<file path="config.mk">
export PLATFORM = sky130hd
export DESIGN_NAME = sequence_player
export DESIGN_NICKNAME = d
export VERILOG_FILES = /design/src/rtl/game_pkg.sv /design/src/rtl/seq_mem.sv /design/src/rtl/sequence_player.sv
export SDC_FILE = /design/constraint.sdc
export NUM_CORES = 1
export LEC_CHECK = 0
export BUFFER_PORTS_ARGS = -buffer_cell sky130_fd_sc_hd__buf_2
export CORE_AREA = 2 2 66 68
export CTS_BUF_LIST = sky130_fd_sc_hd__clkbuf_4 sky130_fd_sc_hd__clkbuf_8
export DETAILED_ROUTE_END_ITERATION = 16
export DIE_AREA = 0 0 68 70
export PLACE_DENSITY = 0.77
export SYNTH_ARGS = -nofsm -noshare
export SYNTH_HDL_FRONTEND = slang
export SYNTH_SLANG_ARGS = --single-unit
</file>
<file path="constraint.sdc">
create_clock -name clk -period 2.5 [get_ports clk]
set_input_delay 0.75 -clock clk [delete_from_list [all_inputs] [get_ports clk]]
set_output_delay 0.75 -clock clk [all_outputs]
set_load 0.01 [all_outputs]
</file>
<file path="src/rtl/game_pkg.sv">
// Shared types and helpers for the memory-sequence game blocks.
// Holds the FSM state encoding, default sizes and the symbol-to-LED decoder.
package game_pkg;

  localparam int DEPTH_DEF = 16;
  localparam int SYM_W_DEF = 2;
  localparam int MAX_SYM_W = 4;
  localparam int MAX_LEDS  = 1 << MAX_SYM_W;

  typedef enum logic [1:0] {
    ST_IDLE,
    ST_SHOW,
    ST_GAP,
    ST_DONE
  } state_t;

  // Callers zero-extend their symbol and truncate the result to their LED count.
  function automatic logic [MAX_LEDS-1:0] sym_onehot(input logic [MAX_SYM_W-1:0] sym);
    logic [MAX_LEDS-1:0] oh;
    oh      = '0;
    oh[sym] = 1'b1;
    return oh;
  endfunction

endpackage

</file>
<file path="src/rtl/seq_mem.sv">
// Sequence storage: DEPTH x W register file, one write port, one asynchronous read.
// Not reset, so a stored sequence survives a game reset.
module seq_mem #(
  parameter int DEPTH = 16,
  parameter int W     = 2,
  parameter int AW    = $clog2(DEPTH)
) (
  input  logic          clk,
  input  logic          wr_en,
  input  logic [AW-1:0] wr_addr,
  input  logic [W-1:0]  wr_data,
  input  logic [AW-1:0] rd_addr,
  output logic [W-1:0]  rd_data
);

  logic [W-1:0] mem_reg [DEPTH];

  always_ff @(posedge clk) begin
    if (wr_en) begin
      mem_reg[wr_addr] <= wr_data;
    end
  end

  // Read sees the pre-edge contents, so a same-cycle write to the loaded entry shows the old value.
  assign rd_data = mem_reg[rd_addr];

endmodule

</file>
<file path="src/rtl/sequence_player.sv">
// Replays the stored colour sequence on one-hot LEDs, one lit and one dark tick interval per step.
// Runs the speed timer through timer_en and only advances on its returned tick.
module sequence_player
  import game_pkg::*;
#(
  parameter int DEPTH = DEPTH_DEF,
  parameter int SYM_W = SYM_W_DEF,
  parameter int LEN_W = 5,
  localparam int AW   = $clog2(DEPTH),
  localparam int LEDS = 1 << SYM_W
) (
  input  logic             clk,
  input  logic             rst,
  input  logic             wr_en,
  input  logic [AW-1:0]    wr_addr,
  input  logic [SYM_W-1:0] wr_data,
  input  logic             start,
  input  logic [LEN_W-1:0] length,
  input  logic             tick,
  output logic             timer_en,
  output logic [LEDS-1:0]  led,
  output logic             busy,
  output logic             done
);

  state_t           state_reg, state_next;
  logic [AW-1:0]    index_reg, index_next;
  logic [LEN_W-1:0] eff_len_reg, eff_len_next;
  logic [LEDS-1:0]  led_reg, led_next;
  logic             timer_en_reg, timer_en_next;
  logic             busy_reg, busy_next;
  logic             done_reg, done_next;

  logic [AW-1:0]    rd_addr;
  logic [SYM_W-1:0] rd_data;
  logic [LEDS-1:0]  led_load;
  logic [LEN_W-1:0] clamped_len;
  logic             is_last;

  seq_mem #(
    .DEPTH(DEPTH),
    .W    (SYM_W),
    .AW   (AW)
  ) u_mem (
    .clk    (clk),
    .wr_en  (wr_en),
    .wr_addr(wr_addr),
    .wr_data(wr_data),
    .rd_addr(rd_addr),
    .rd_data(rd_data)
  );

  // The single read port looks ahead to the entry the next SHOW will display.
  assign rd_addr     = (state_reg == ST_GAP) ? index_reg + AW'(1) : '0;
  assign led_load    = LEDS'(sym_onehot(MAX_SYM_W'(rd_data)));
  assign clamped_len = (length > LEN_W'(DEPTH)) ? LEN_W'(DEPTH) : length;
  assign is_last     = (LEN_W'(index_reg) == eff_len_reg - LEN_W'(1));

  always_ff @(posedge clk) begin
    if (rst) begin
      state_reg    <= ST_IDLE;
      index_reg    <= '0;
      eff_len_reg  <= '0;
      led_reg      <= '0;
      timer_en_reg <= 1'b0;
      busy_reg     <= 1'b0;
      done_reg     <= 1'b0;
    end else begin
      state_reg    <= state_next;
      index_reg    <= index_next;
      eff_len_reg  <= eff_len_next;
      led_reg      <= led_next;
      timer_en_reg <= timer_en_next;
      busy_reg     <= busy_next;
      done_reg     <= done_next;
    end
  end

  always_comb begin
    state_next    = state_reg;
    index_next    = index_reg;
    eff_len_next  = eff_len_reg;
    led_next      = led_reg;
    timer_en_next = timer_en_reg;
    busy_next     = busy_reg;
    done_next     = 1'b0;

    case (state_reg)
      ST_IDLE: begin
        if (start) begin
          busy_next = 1'b1;
          if (length == '0) begin
            state_next = ST_DONE;
            done_next  = 1'b1;
          end else begin
            state_next    = ST_SHOW;
            index_next    = '0;
            eff_len_next  = clamped_len;
            led_next      = led_load;
            timer_en_next = 1'b1;
          end
        end
      end
      ST_SHOW: begin
        if (tick) begin
          led_next   = '0;
          state_next = ST_GAP;
        end
      end
      ST_GAP: begin
        if (tick) begin
          if (is_last) begin
            timer_en_next = 1'b0;
            done_next     = 1'b1;
            state_next    = ST_DONE;
          end else begin
            index_next = index_reg + AW'(1);
            led_next   = led_load;
            state_next = ST_SHOW;
          end
        end
      end
      ST_DONE: begin
        busy_next     = 1'b0;
        timer_en_next = 1'b0;
        led_next      = '0;
        state_next    = ST_IDLE;
      end
      default: state_next = ST_IDLE;
    endcase
  end

  assign led      = led_reg;
  assign timer_en = timer_en_reg;
  assign busy     = busy_reg;
  assign done     = done_reg;

endmodule
</file>
==> results of run 1 <==
[area by class of cell]
| cell class | count | area (um2) | area share, % |
|---|---|---|---|
| Clock inverter | 3 | 22.5 | 0.860 |
| Sequential cell | 50 | 1320 | 50.5 |
| Timing Repair Buffer | 30 | 170 | 6.49 |
| Tap cell | 52 | 65.1 | 2.48 |
| Clock buffer | 5 | 68.8 | 2.63 |
| Multi-Input combinational cell | 135 | 941 | 35.9 |
| Inverter | 8 | 30.0 | 1.15 |
[cell families after synthesis]
logic type	after synthesis	synth area share, %
simple gates	69	14.6
buf+inv	21	4.09
flops	50	56.1
fa+ha+maj	2	1.06
mux	9	6.01
xor+xnor	7	2.61
compound gates	48	15.5
[repair_timing]
action                     4_1_cts  5_1_grt
resized for setup                0        2
buffers inserted                 0        2
pin swaps                        1        2
setup endpoints to repair        1        8
[stage by stage]
step	total power, mW	instance area [um2]	instances	utilization [%]
final	1.55	2620	283	63.2
after global routing	1.61	2620	283	63.2
after CTS	1.56	2600	281	62.7
after detailed placement	1.09	2510	273	60.5
after global placement	1.09	2510	273	60.5
after floorplan	1.04	2350	206	-
[cells in the mapped netlist (2+ instances only)]
master,number
sky130_fd_sc_hd__edfxtp_1,32
sky130_fd_sc_hd__nor2_1,23
sky130_fd_sc_hd__dfxtp_1,18
sky130_fd_sc_hd__a21oi_1,14
sky130_fd_sc_hd__nand2_1,10
sky130_fd_sc_hd__clkbuf_1,9
sky130_fd_sc_hd__nor3_1,9
sky130_fd_sc_hd__inv_1,7
sky130_fd_sc_hd__nand3_1,7
sky130_fd_sc_hd__nand3b_1,7
sky130_fd_sc_hd__xnor2_1,5
sky130_fd_sc_hd__mux2i_1,4
sky130_fd_sc_hd__mux4_2,4
sky130_fd_sc_hd__nand2b_1,4
sky130_fd_sc_hd__a211oi_1,3
sky130_fd_sc_hd__o21ai_1,3
sky130_fd_sc_hd__a221oi_1,2
sky130_fd_sc_hd__a22o_1,2
sky130_fd_sc_hd__a31oi_1,2
sky130_fd_sc_hd__buf_2,2
sky130_fd_sc_hd__buf_6,2
sky130_fd_sc_hd__ha_1,2
sky130_fd_sc_hd__o21ai_0,2
sky130_fd_sc_hd__o21ai_2,2
sky130_fd_sc_hd__o22ai_1,2
sky130_fd_sc_hd__o2bb2ai_1,2
sky130_fd_sc_hd__xor2_1,2
[layout by cell type, fill, tap and decap left out, types with 5 or more instances in the layout]
master	n
sky130_fd_sc_hd__a21oi_1	14
sky130_fd_sc_hd__buf_2	22
sky130_fd_sc_hd__buf_4	8
sky130_fd_sc_hd__clkbuf_8	5
sky130_fd_sc_hd__dfxtp_1	17
sky130_fd_sc_hd__edfxtp_1	32
sky130_fd_sc_hd__inv_1	7
sky130_fd_sc_hd__nand2_1	10
sky130_fd_sc_hd__nand3_1	7
sky130_fd_sc_hd__nand3b_1	7
sky130_fd_sc_hd__nor2_1	23
sky130_fd_sc_hd__nor3_1	9
sky130_fd_sc_hd__xnor2_1	5
[final timing paths]
check | startpoint | depth (start not counted) | endpoint
hold / removal | led[3]$_SDFFE_PP0P_ | 1 | led[3]$_SDFFE_PP0P_
setup / recovery | eff_len_reg[0]$_SDFFE_PP0P_ | 9 | index_reg[3]$_SDFFE_PP0P_
setup reg to reg | eff_len_reg[0]$_SDFFE_PP0P_ | 9 | index_reg[3]$_SDFFE_PP0P_
hold reg to reg | led[3]$_SDFFE_PP0P_ | 1 | led[3]$_SDFFE_PP0P_
[power groups by stage]
stage | Sequential (mW) | Combinational (mW) | Clock [mW]
after detailed placement | 0.933 | 0.158 | 0
after CTS | 0.914 | 0.159 | 0.488
final | 0.914 | 0.158 | 0.476
after global placement | 0.932 | 0.155 | 0
after global routing | 0.917 | 0.177 | 0.511
after floorplan | 0.930 | 0.107 | 0
[per-layer routing]
layer / up-vias / global-route usage (%)
li1: 818 / -
met1: 783 / 24.6
met2: 36 / 31.5
met3: 6 / 3.54
met4: 0 / 7.33
met5: - / 0
==> results.txt, run 1 <==
The logs give 30.8% for the share of power burned in the clock network and 41.1 ps for the pre-CTS setup slack. After detailed routing, the number of vias per cell comes to 5.81. The floorplan step defined a die boundary enclosing 4760 um2.

For the portion of the post-synthesis area used by sequential elements, the log shows 56.1%. Across the run, the number of max-cap violations was 0. Setup slack on the worst reg-to-reg path comes out at 150 ps.

The initial utilization of the core area, before any placement, comes to 56.8%. For the net count of the mapped netlist, the log shows 224. Dividing the detail-routed wire length by the instance count gives 14.8 um. The first-pass GRT wire length was 6810 um. At the pin with the least slew margin, the transition time is 451 ps.

The worst path buffer plus inverter count was 2; the final number of hold-violating endpoints was 0. The synthesis-stage register bit count was 50. After detailed routing, the met2 layer carries 2110 um of wire.

Library cell contributing the largest single delay on the critical path: sky130_fd_sc_hd__a2111oi_4. The post-route minimum period was 2350 ps; the area of the core was 4140 um2. For the worst-skew pair, the clock arrives at the later sink with an insertion delay of 300 ps. Across every metal layer, demand over resource in global routing totals 19.1%. The total overflow left after global routing is 0. In this run the horizontal extent of the chip is 68 um.

The wire length on met1 was 1840 um. The cts-stage hold buffer count came out at 0. The endpoint class of the critical path is a register.

TritonCTS built the clock tree. The clock transition at the registers of the reported paths works out to 100 ps. The power dissipated by switching net loads is 381 uW, and the final worst setup slack is 150 ps. Count of synthesis-stage warnings from yosys: 0. The signed area change from the synthesized netlist to the final layout was 11.3%; the power per cell area was 591 nW/um2. The switching power as a share of total power works out to 24.6%. Category of the worst setup path launch point: a register.

Aggregate negative setup slack: 0 ps. Synthesis produced a netlist whose cell count is 206. In the final design database the tool counted 248 nets. The synthesized netlist contains 52 unique library cells. The final antenna diode count is 0. Cell type with the largest total area after synthesis: sky130_fd_sc_hd__edfxtp_1. During I/O placement, the number of pins put on the boundary was 23. The final-report max-slew violation count is 0, and the total clock buffers created by CTS is 5.

The min-delay analysis places its worst path in the category reg2reg. The clock tree synthesis step divided the H-tree into 2 levels. The type of the setup path with the least slack was reg2reg. The largest net degree at the start of global routing was 18.

The run gives 2 as the number of buffers on the longest clock path. Internal power comes to 1.17 mW. Summing over every cut layer, the via total after detailed routing is 1643.

The portion of synthesized cell area occupied by the leading cell type came out at 40.8%. Prevailing post-synth register cell: sky130_fd_sc_hd__edfxtp_1. The highest routed metal layer is met4.

The post-route netlist has 21.6% of its cells at a drive strength greater than 1. In the synthesized netlist the async set-or-reset flop fraction comes to 0%. Part of the total power dissipated in combinational logic: 10.2%. The tightest hold path in the finished design has a slack of 469 ps. Between clock sinks in the finished design, the worst skew comes to 6.90 ps. The run gives 1520 as the number of global-route vias before repair.

Wires add up to 4200 um. The count of nets left with antenna violations once routing finished came out at 0. Setup repair after global routing left no endpoint under its margin. For this block, the initial DRC count from the detailed router was 116. The routability congestion estimate from global placement is 0.796, and the number of synthesized flops with an enable pin is 32. For the register share of total power, the log shows 59.0%.

The run finished with clean final reports. The count of input and output buffers is 22, and the number of DRC violations after detailed routing is 0. Traced cell by cell, the critical path runs through inv_1 -> ha_1 -> o21ba_1 -> a221o_1 -> a2111oi_4 -> or3_4 -> buf_4 -> nand3_1 -> a21oi_1. The layout has 335 filler cells.

Summed over all nets, the half-perimeter wirelength after detailed placement is 3030 um. The clock drives 50 sinks. IR analysis of the VDD net gives a maximum drop of 0.000417 V.

For this run, the slowest stage of the critical path takes 460 ps. Of all nets on the critical path, the largest fanout is 4. Wire segments on met3 add up to 188 um in the final route. The family with the most delay on the worst path was compound AO/OA/AOI/OAI gates. The leakage power was 0.887 nW; the part of the cycle the worst path needs was 94.0%. The synthesized area per cell works out to 11.4 um2. Sorting the synthesized cells by area gives the leading types as sky130_fd_sc_hd__edfxtp_1, sky130_fd_sc_hd__dfxtp_1, sky130_fd_sc_hd__mux4_2, sky130_fd_sc_hd__nor2_1, sky130_fd_sc_hd__a21oi_1.

The number of antenna violations at the first check in global routing was 0. Clock tree synthesis selected as its root buffer the cell sky130_fd_sc_hd__clkbuf_8. The first detailed-routing pass took 4 iterations. The vertical die dimension was 70 um. STA puts the critical path data arrival time at 2580 ps. The number of flip-flops in the largest register came out at 32.

The run gives 2350 um2 as the netlist area before placement. Data on the critical path is required at its endpoint by 2730 ps. The final-report setup violation count is 0, and the fmax is 0.426 GHz.

Measured against its own limit, the worst slew margin works out to 69.7%. For the number of standard-cell rows in the floorplan, the log shows 24.
(Power assumes the default switching activity.)
==> inputs of run 2 (changes only) <==
--- a/config.mk
+++ b/config.mk
@@ -6,11 +6,12 @@
 export NUM_CORES = 1
 export LEC_CHECK = 0
 export BUFFER_PORTS_ARGS = -buffer_cell sky130_fd_sc_hd__buf_2
-export CORE_AREA = 2 2 66 68
+export CORE_AREA = 10 10 74 76
 export CTS_BUF_LIST = sky130_fd_sc_hd__clkbuf_4 sky130_fd_sc_hd__clkbuf_8
 export DETAILED_ROUTE_END_ITERATION = 16
-export DIE_AREA = 0 0 68 70
+export DIE_AREA = 0 0 84 86
 export PLACE_DENSITY = 0.77
 export SYNTH_ARGS = -nofsm -noshare
 export SYNTH_HDL_FRONTEND = slang
+export SYNTH_HIERARCHICAL = 1
 export SYNTH_SLANG_ARGS = --single-unit
==> constraint.sdc (replaced) <==
create_clock -name clk -period 2.5 [get_ports clk]
set_input_delay 0.75 -clock clk [delete_from_list [all_inputs] [get_ports clk]]
set_output_delay 0.75 -clock clk [all_outputs]
set_load 0.02 [all_outputs]
==> run 2 against run 1 <==
Critical path depth shrank 1. Wire length rose by 5.8%. Sequential cell count unchanged. Clock power decreased by 1%. Clock skew decreased by 3.7 ps. Largest cell class unchanged. Setup slack improved by 48 ps.
==> results.txt, run 2 <==
Setup repair after global routing left no endpoint under its margin. The run gives 23 (was 24) as the number of standard-cell rows in the floorplan. The half-perimeter wire length after detailed placement was 3470 um (was 3030 um); the fraction of registers with async set/reset was 0% (unchanged).

Leading cell types in the layout, fill and taps excluded: sky130_fd_sc_hd__edfxtp_1, sky130_fd_sc_hd__nor2_1, sky130_fd_sc_hd__buf_2 (unchanged). The routed wirelength normalized by instance count works out to 16.3 um (was 14.8 um). Top post-synthesis cells by area: sky130_fd_sc_hd__edfxtp_1, sky130_fd_sc_hd__dfxtp_1, sky130_fd_sc_hd__mux4_1, sky130_fd_sc_hd__nor2_1, sky130_fd_sc_hd__mux4_2 (was sky130_fd_sc_hd__edfxtp_1, sky130_fd_sc_hd__dfxtp_1, sky130_fd_sc_hd__mux4_2, sky130_fd_sc_hd__nor2_1, sky130_fd_sc_hd__a21oi_1).

For the worst ir drop on vdd, the log shows 0.000440 V (was 0.000417 V). For the count of synthesis-stage warnings from yosys, the log shows 6 (was 0). The worst path buffer plus inverter count is 0 (was 2). The run gives 0 (unchanged) as the final-report setup violation count. The logs give 7710 um (was 6810 um) for the first-pass GRT wire length and 0 (unchanged) for the post-CTS resize count.

The endpoint class of the critical path is a register (unchanged). TritonCTS built the clock tree. The maximum fanout count along the critical path works out to 9 (was 4). The logs give 0.931 nW (was 0.887 nW) for the leakage power and 0 (unchanged) for the number of DRC violations after detailed routing. The portion of the post-synthesis area used by sequential elements came out at 55.7% (was 56.1%).

For the number of iterations in the first detailed-routing pass, the log shows 4 (unchanged). The flow ran to the end, and the final reports show no timing, DRC or antenna violations. The tools report the number of global-route vias before repair as 1670 (was 1520). For the final antenna diode count, the log shows 0 (unchanged).

The final-report max-slew violation count is 0 (unchanged), and the netlist area before placement is 2370 um2 (was 2350 um2). The run gives 2 (unchanged) as the H-tree level count. The slew at the pin with the worst max-slew slack works out to 396 ps (was 451 ps). The total overflow reported by the global router is 0 (unchanged), and the number of nets in the layout is 239 (was 248). The critical path's largest stage delay was 400 ps (was 460 ps); the number of instances in the placed design was 264 (was 273). The family with the most delay on the worst path is simple AND/OR/NAND/NOR gates (was compound AO/OA/AOI/OAI gates). The logs give 7220 um2 (was 4760 um2) for the floorplan die area and 50 (unchanged) for the clock sink count. Power per cell area: 615 nW/um2 (was 591 nW/um2). The final number of hold-violating endpoints was 0 (unchanged); the fraction of layout cells with a size suffix above 1 was 22.5% (was 21.6%). The worst hold-check path type is reg2reg (unchanged). Number of DRC violations after detailed-routing iteration 0: 81 (was 116). The aggregate negative setup slack was 0 ps (unchanged); the synthesis-stage register bit count was 50 (unchanged). The data required time of the worst path is 2730 ps (about the same). The tools report the final antenna-violating net count as 0 (unchanged).

The width of the die is 84 um (was 68 um), and the cts-stage hold buffer count is 0 (unchanged). The area of the core is 3970 um2 (was 4140 um2), and the number of distinct standard cells referenced by the synthesized netlist is 41 (was 52). The number of synthesized flops with an enable pin came out at 32 (unchanged). The category of the worst setup path launch point is a register (unchanged). The leading cell type by number of instances after synthesis was sky130_fd_sc_hd__edfxtp_1 (unchanged). The logs give 0 (unchanged) for the number of antenna violations at the first check in global routing and 73.6% (was 69.7%) for the relative slew slack. The run gives 0.892 (was 0.796) as the routability congestion estimate from global placement.

The count of input and output buffers came out at 22 (unchanged). Most frequent standard cell in the layout excluding fill and tap cells: sky130_fd_sc_hd__edfxtp_1 (unchanged). The clock transition at the registers of the reported paths is 90 ps (was 100 ps), and the synthesized netlist cell count is 195 (was 206). Most used standard cells in the synthesized netlist: sky130_fd_sc_hd__edfxtp_1, sky130_fd_sc_hd__nor2_1, sky130_fd_sc_hd__dfxtp_1 (unchanged).

For the arrival time reported for the critical path endpoint, the log shows 2530 ps (was 2580 ps). The logs give 0 (unchanged) for the max-cap violation count and 5 (unchanged) for the total clock buffers created by CTS. The portion of synthesized cell area occupied by the leading cell type is 40.5% (was 40.8%). Signed area change from the synthesized netlist to the final layout: 11.1% (was 11.3%).

Fmax: 0.434 GHz (was 0.426 GHz). The number of top-level pins came out at 23 (unchanged). The library cell contributing the largest single delay on the critical path was sky130_fd_sc_hd__and3_1 (was sky130_fd_sc_hd__a2111oi_4). The synthesized area per cell works out to 12.2 um2 (was 11.4 um2). Clock network latency to the later pin of the worst-skew pair: 300 ps (about the same). Part of the cycle the worst path needs: 92.1% (was 94.0%). The run gives 3.19 ps (was 6.90 ps) as the post-route clock skew. The vertical die dimension was 86 um (was 70 um). Chain of cells forming the critical path: ha_1 -> and3_1 -> mux4_2 -> a22oi_1 -> nand3_1 -> nor3_1 -> nand2_1 -> mux2i_1 (was inv_1 -> ha_1 -> o21ba_1 -> a221o_1 -> a2111oi_4 -> or3_4 -> buf_4 -> nand3_1 -> a21oi_1). The total global-route track usage was 13.2% (was 19.1%). The count of non-filler cells in the finished layout was 272 (was 283).

The prevailing post-synth register cell was sky130_fd_sc_hd__edfxtp_1 (unchanged). The net count of the mapped netlist was 213 (was 224); the number of flip-flops in the largest register was 32 (unchanged). The post-route minimum period is 2300 ps (was 2350 ps), and the vias per cell is 5.79 (was 5.81). Routed via count: 1574 (was 1643). The buffer type at the clock tree root is sky130_fd_sc_hd__clkbuf_8 (unchanged). The cell type with the largest total area after synthesis is sky130_fd_sc_hd__edfxtp_1 (unchanged).

The number of buffers on the longest clock path was 2 (unchanged). Type of the setup path with the least slack: reg2reg (unchanged). The sum of routed wire length over all layers came out at 4440 um (was 4200 um). The largest net degree at the start of global routing was 24 (was 18); the post-CTS setup-driven buffer insertion count was 0 (unchanged). Effective utilization at floorplan: 59.7% (was 56.8%).
[run 2: metrics by stage]
stage / setup WS (ps) / hold WS (ps) / total power, mW / instance area, um2 / util (%)
after floorplan: 207 / 481 / 1.10 / 2370 / -
after global placement: 300 / 441 / 1.16 / 2540 / 64.0
after detailed placement: 211 / 478 / 1.17 / 2540 / 64.0
after CTS: 197 / 491 / 1.64 / 2630 / 66.3
after global routing: 16.8 / 513 / 1.69 / 2630 / 66.3
final: 198 / 485 / 1.62 / 2630 / 66.3
[run 2: layout make-up]
type | count | area, um2
clock buffers | 6 | 76.3
fillers | 304 | 1340
flip-flops and latches | 50 | 1320
clock inverters | 2 | 17.5
inverters | 4 | 15.0
well taps | 50 | 62.6
multi-input cells | 133 | 993
repair buffers | 27 | 148
[run 2: layer usage]
metal	global-route usage (%)	share of wire (%)
met1	12.8	40
met2	24.9	56
met3	4.16	3.3
met4	6.09	1.1
met5	0	0
[run 2: worst register-to-register path, cell delays in order (launching register included)]
cell and delay, ps:
sky130_fd_sc_hd__dfxtp_1 360, sky130_fd_sc_hd__ha_1 280, sky130_fd_sc_hd__and3_1 400, sky130_fd_sc_hd__mux4_2 370, sky130_fd_sc_hd__a22oi_1 220, sky130_fd_sc_hd__nand3_1 150, sky130_fd_sc_hd__nor3_1 260, sky130_fd_sc_hd__nand2_1 80
sky130_fd_sc_hd__mux2i_1 120
[run 2: cells by family (layout without fill, tap and decap cells)]
kind of cell,count (synthesis),after routing,synth area share (%)
simple gates,85,85,18.5
flops,50,50,55.7
buf+inv,12,39,2.37
xor+xnor,7,7,2.59
mux,16,16,12.0
fa+ha+maj,2,2,1.06
compound gates,23,23,7.76
[run 2: final timing paths]
path                                                 from             endpoint  slack, ps  cells past startpoint
worst max register to register  index_reg[1]$_SDFFE_PP0P_  led[1]$_SDFFE_PP0P_        200                      8
worst min register to register        led[3]$_SDFFE_PP0P_  led[3]$_SDFFE_PP0P_        490                      2
worst min-delay path                  led[3]$_SDFFE_PP0P_  led[3]$_SDFFE_PP0P_        490                      2
worst max-delay path            index_reg[1]$_SDFFE_PP0P_  led[1]$_SDFFE_PP0P_        200                      8
[run 2: report_power, final]
group	internal (mW)	total, mW	switching (mW)
Sequential	0.905	0.921	0.0163
Combinational	0.0996	0.229	0.129
Clock	0.214	0.471	0.257
Total	1.22	1.62	0.403
==> inputs of run 3 (changes only) <==
==> constraint.sdc (replaced) <==
create_clock -name clk -period 2.4 [get_ports clk]
set_input_delay 0.72 -clock clk [delete_from_list [all_inputs] [get_ports clk]]
set_output_delay 0.72 -clock clk [all_outputs]
set_load 0.02 [all_outputs]
==> run 3 against run 2 <==
Setup slack gained 6.1 ps. Worst hold slack worse by 21 ps. Non-clock buffer count increased by 7. Combinational power is 11% higher. Cell count is 2.6% higher. Sequential cell count is the same. Clock-buffer cell count is the same. Core utilization grew 2.1 points. Critical path depth is 2 higher. Sequential share of layout area fell by 1.5 points. Clock skew about the same.
==> results.txt, run 3 (synthesized netlist as in run 2, its figures left out) <==
The post-route clock skew was 3.16 ps (was 3.19 ps); the power per cell area was 663 nW/um2 (was 615 nW/um2). The most frequent standard cell in the layout excluding fill and tap cells was sky130_fd_sc_hd__edfxtp_1 (unchanged). Width of the die: 84 um (unchanged). Worst hold-check path type: reg2reg (unchanged). The register-to-register setup slack came out at 200 ps (about the same). The final antenna-violating net count came out at 0 (unchanged). The total clock buffers created by CTS is 5 (unchanged).

The buffer type at the clock tree root was sky130_fd_sc_hd__clkbuf_8 (unchanged). The clock transition at the registers of the reported paths is 90 ps (about the same), and the routability congestion estimate from global placement is 0.871 (was 0.892). The number of buffers on the longest clock path was 2 (unchanged).

The flow ran to the end, and the final reports show no timing, DRC or antenna violations. The type of the setup path with the least slack was reg2reg (unchanged). The final number of hold-violating endpoints was 0 (unchanged). For the final antenna diode count, the log shows 0 (unchanged). The final-report max-slew violation count is 0 (unchanged). The filler cell count is 285 (was 304).

The routed via count was 1602 (was 1574); the vertical die dimension was 86 um (unchanged). The total overflow reported by the global router was 0 (unchanged). The H-tree level count is 2 (unchanged), and the number of DRC violations after detailed-routing iteration 0 is 120 (was 81). The library cell contributing the largest single delay on the critical path is sky130_fd_sc_hd__mux4_2 (was sky130_fd_sc_hd__and3_1). The leakage power was 0.973 nW (was 0.931 nW); the effective utilization at floorplan was 59.7% (unchanged). The largest net degree at the start of global routing is 24 (unchanged), and the routed wirelength normalized by instance count is 15.9 um (was 16.3 um). For the cts-stage hold buffer count, the log shows 0 (unchanged). The fraction of layout cells with a size suffix above 1 was 25.8% (was 22.5%); the worst path buffer plus inverter count was 2 (was 0). The logs give 1550 (was 1670) for the number of global-route vias before repair and 0 (unchanged) for the final-report setup violation count. The run gives 4 (unchanged) as the number of iterations in the first detailed-routing pass.

The number of flip-flops in the largest register was 32 (unchanged). TritonCTS built the clock tree. The tools report the half-perimeter wire length after detailed placement as 3370 um (was 3470 um).

The tools report the category of the worst setup path launch point as a register (unchanged). The aggregate negative setup slack was 0 ps (unchanged); the arrival time reported for the critical path endpoint was 2420 ps (was 2530 ps). The slew at the pin with the worst max-slew slack was 409 ps (was 396 ps). The count of input and output buffers works out to 22 (unchanged).

The number of antenna violations at the first check in global routing was 0 (unchanged); the maximum fanout count along the critical path was 8 (was 9). The number of DRC violations after detailed routing came out at 0 (unchanged). The family with the most delay on the worst path is simple AND/OR/NAND/NOR gates (unchanged). The endpoint class of the critical path is a register (unchanged). The logs give 3970 um2 (unchanged) for the area of the core and 246 (was 239) for the number of nets in the layout. The fmax is 0.455 GHz (was 0.434 GHz). The vias per cell is 5.74 (was 5.79). The number of top-level pins was 23 (unchanged); the post-route minimum period was 2200 ps (was 2300 ps). The sum of routed wire length over all layers is 4450 um (was 4440 um), and the max-cap violation count is 0 (unchanged). Clock sink count: 50 (unchanged). Leading cell types in the layout, fill and taps excluded: sky130_fd_sc_hd__edfxtp_1, sky130_fd_sc_hd__nor2_1, sky130_fd_sc_hd__buf_2 (unchanged). The relative slew slack was 72.5% (was 73.6%); the part of the cycle the worst path needs was 91.5% (was 92.1%). The run gives 300 ps (about the same) as the clock network latency to the later pin of the worst-skew pair. The signed area change from the synthesized netlist to the final layout is 14.6% (was 11.1%), and the data required time of the worst path is 2630 ps (was 2730 ps).

The tools report the number of standard-cell rows in the floorplan as 23 (unchanged). The floorplan die area is 7220 um2 (unchanged), and the first-pass GRT wire length is 7350 um (was 7710 um). The critical path's largest stage delay was 490 ps (was 400 ps). For the worst ir drop on vdd, the log shows 0.000514 V (was 0.000440 V). Share of the core filled with cells in the final layout: 68.4% (was 66.3%). The run gives 12.6% (was 13.2%) as the total global-route track usage. Chain of cells forming the critical path: inv_2 -> nand2_1 -> nor2_1 -> buf_6 -> mux4_2 -> a22oi_1 -> nand3_1 -> nor3_2 -> nand2b_1 -> mux2i_1 (was ha_1 -> and3_1 -> mux4_2 -> a22oi_1 -> nand3_1 -> nor3_1 -> nand2_1 -> mux2i_1).
==> run 3: cell count changes in the layout (fill, tap and decap cells not counted) <==
cell,delta
sky130_fd_sc_hd__and3_2,+1
sky130_fd_sc_hd__buf_4,+6
sky130_fd_sc_hd__buf_6,+1
sky130_fd_sc_hd__nor3_2,+1
sky130_fd_sc_hd__and3_1,-1
sky130_fd_sc_hd__inv_6,-1
sky130_fd_sc_hd__nor3_1,-1
sky130_fd_sc_hd__clkinv_4,-1
sky130_fd_sc_hd__bufinv_16,+1
sky130_fd_sc_hd__clkinvlp_4,+1
==> run 3: power by group <==
part | switching (mW) | internal, mW | total (mW)
Combinational | 0.137 | 0.118 | 0.255
Sequential | 0.0170 | 0.943 | 0.960
Clock | 0.264 | 0.322 | 0.586
==> run 3: area by class of cell <==
type	instances	area, um2	share of cell area, %
Sequential cell	50	1320	48.6
Multi-Input combinational cell	133	1000	36.8
Timing Repair Buffer	34	204	7.51
Clock buffer	6	76.3	2.81
Tap cell	50	62.6	2.30
Clock inverter	2	37.5	1.38
Inverter	4	15.0	0.553
==> run 3: worst min-delay path, stage by stage, from the launching register on <==
cell	delay (ps)
sky130_fd_sc_hd__dfxtp_1	310
sky130_fd_sc_hd__nand2_1	50
sky130_fd_sc_hd__a21oi_1	60
==> run 3: timing repair <==
action | 4_1_cts | 5_1_grt
setup buffers | 0 | 7
resized for setup | 0 | 3
endpoints found under the setup margin | 0 | 2
==> run 3: routing by layer <==
layer	up-vias	track usage, %	part of all wire, %
met5	-	0	0
met4	0	7.15	3.1
met3	12	3.41	3.7
met2	39	22.0	52
met1	760	13.5	41
li1	791	-	-
==> run 3: worst paths after layout <==
check                                               start             endpoint  cells past startpoint
worst max-delay path            state_reg[0]$_SDFFE_PP0P_  led[0]$_SDFFE_PP0P_                     10
worst min-delay path                    busy$_SDFFE_PP0P_    busy$_SDFFE_PP0P_                      2
worst max register to register  state_reg[0]$_SDFFE_PP0P_  led[0]$_SDFFE_PP0P_                     10
worst min register to register          busy$_SDFFE_PP0P_    busy$_SDFFE_PP0P_                      2
==> run 3: through the flow <==
stage               std cells  hold slack [ps]  cell area (um2)  power (mW)  setup slack (ps)
floorplan                 195              481             2370        1.14               107
global placement          264              442             2540        1.21               230
detailed placement        264              459             2540        1.22               142
CTS                       272              471             2650        1.79               117
global route              279              504             2720        1.88             -29.0
finish                    279              464             2720        1.80               204
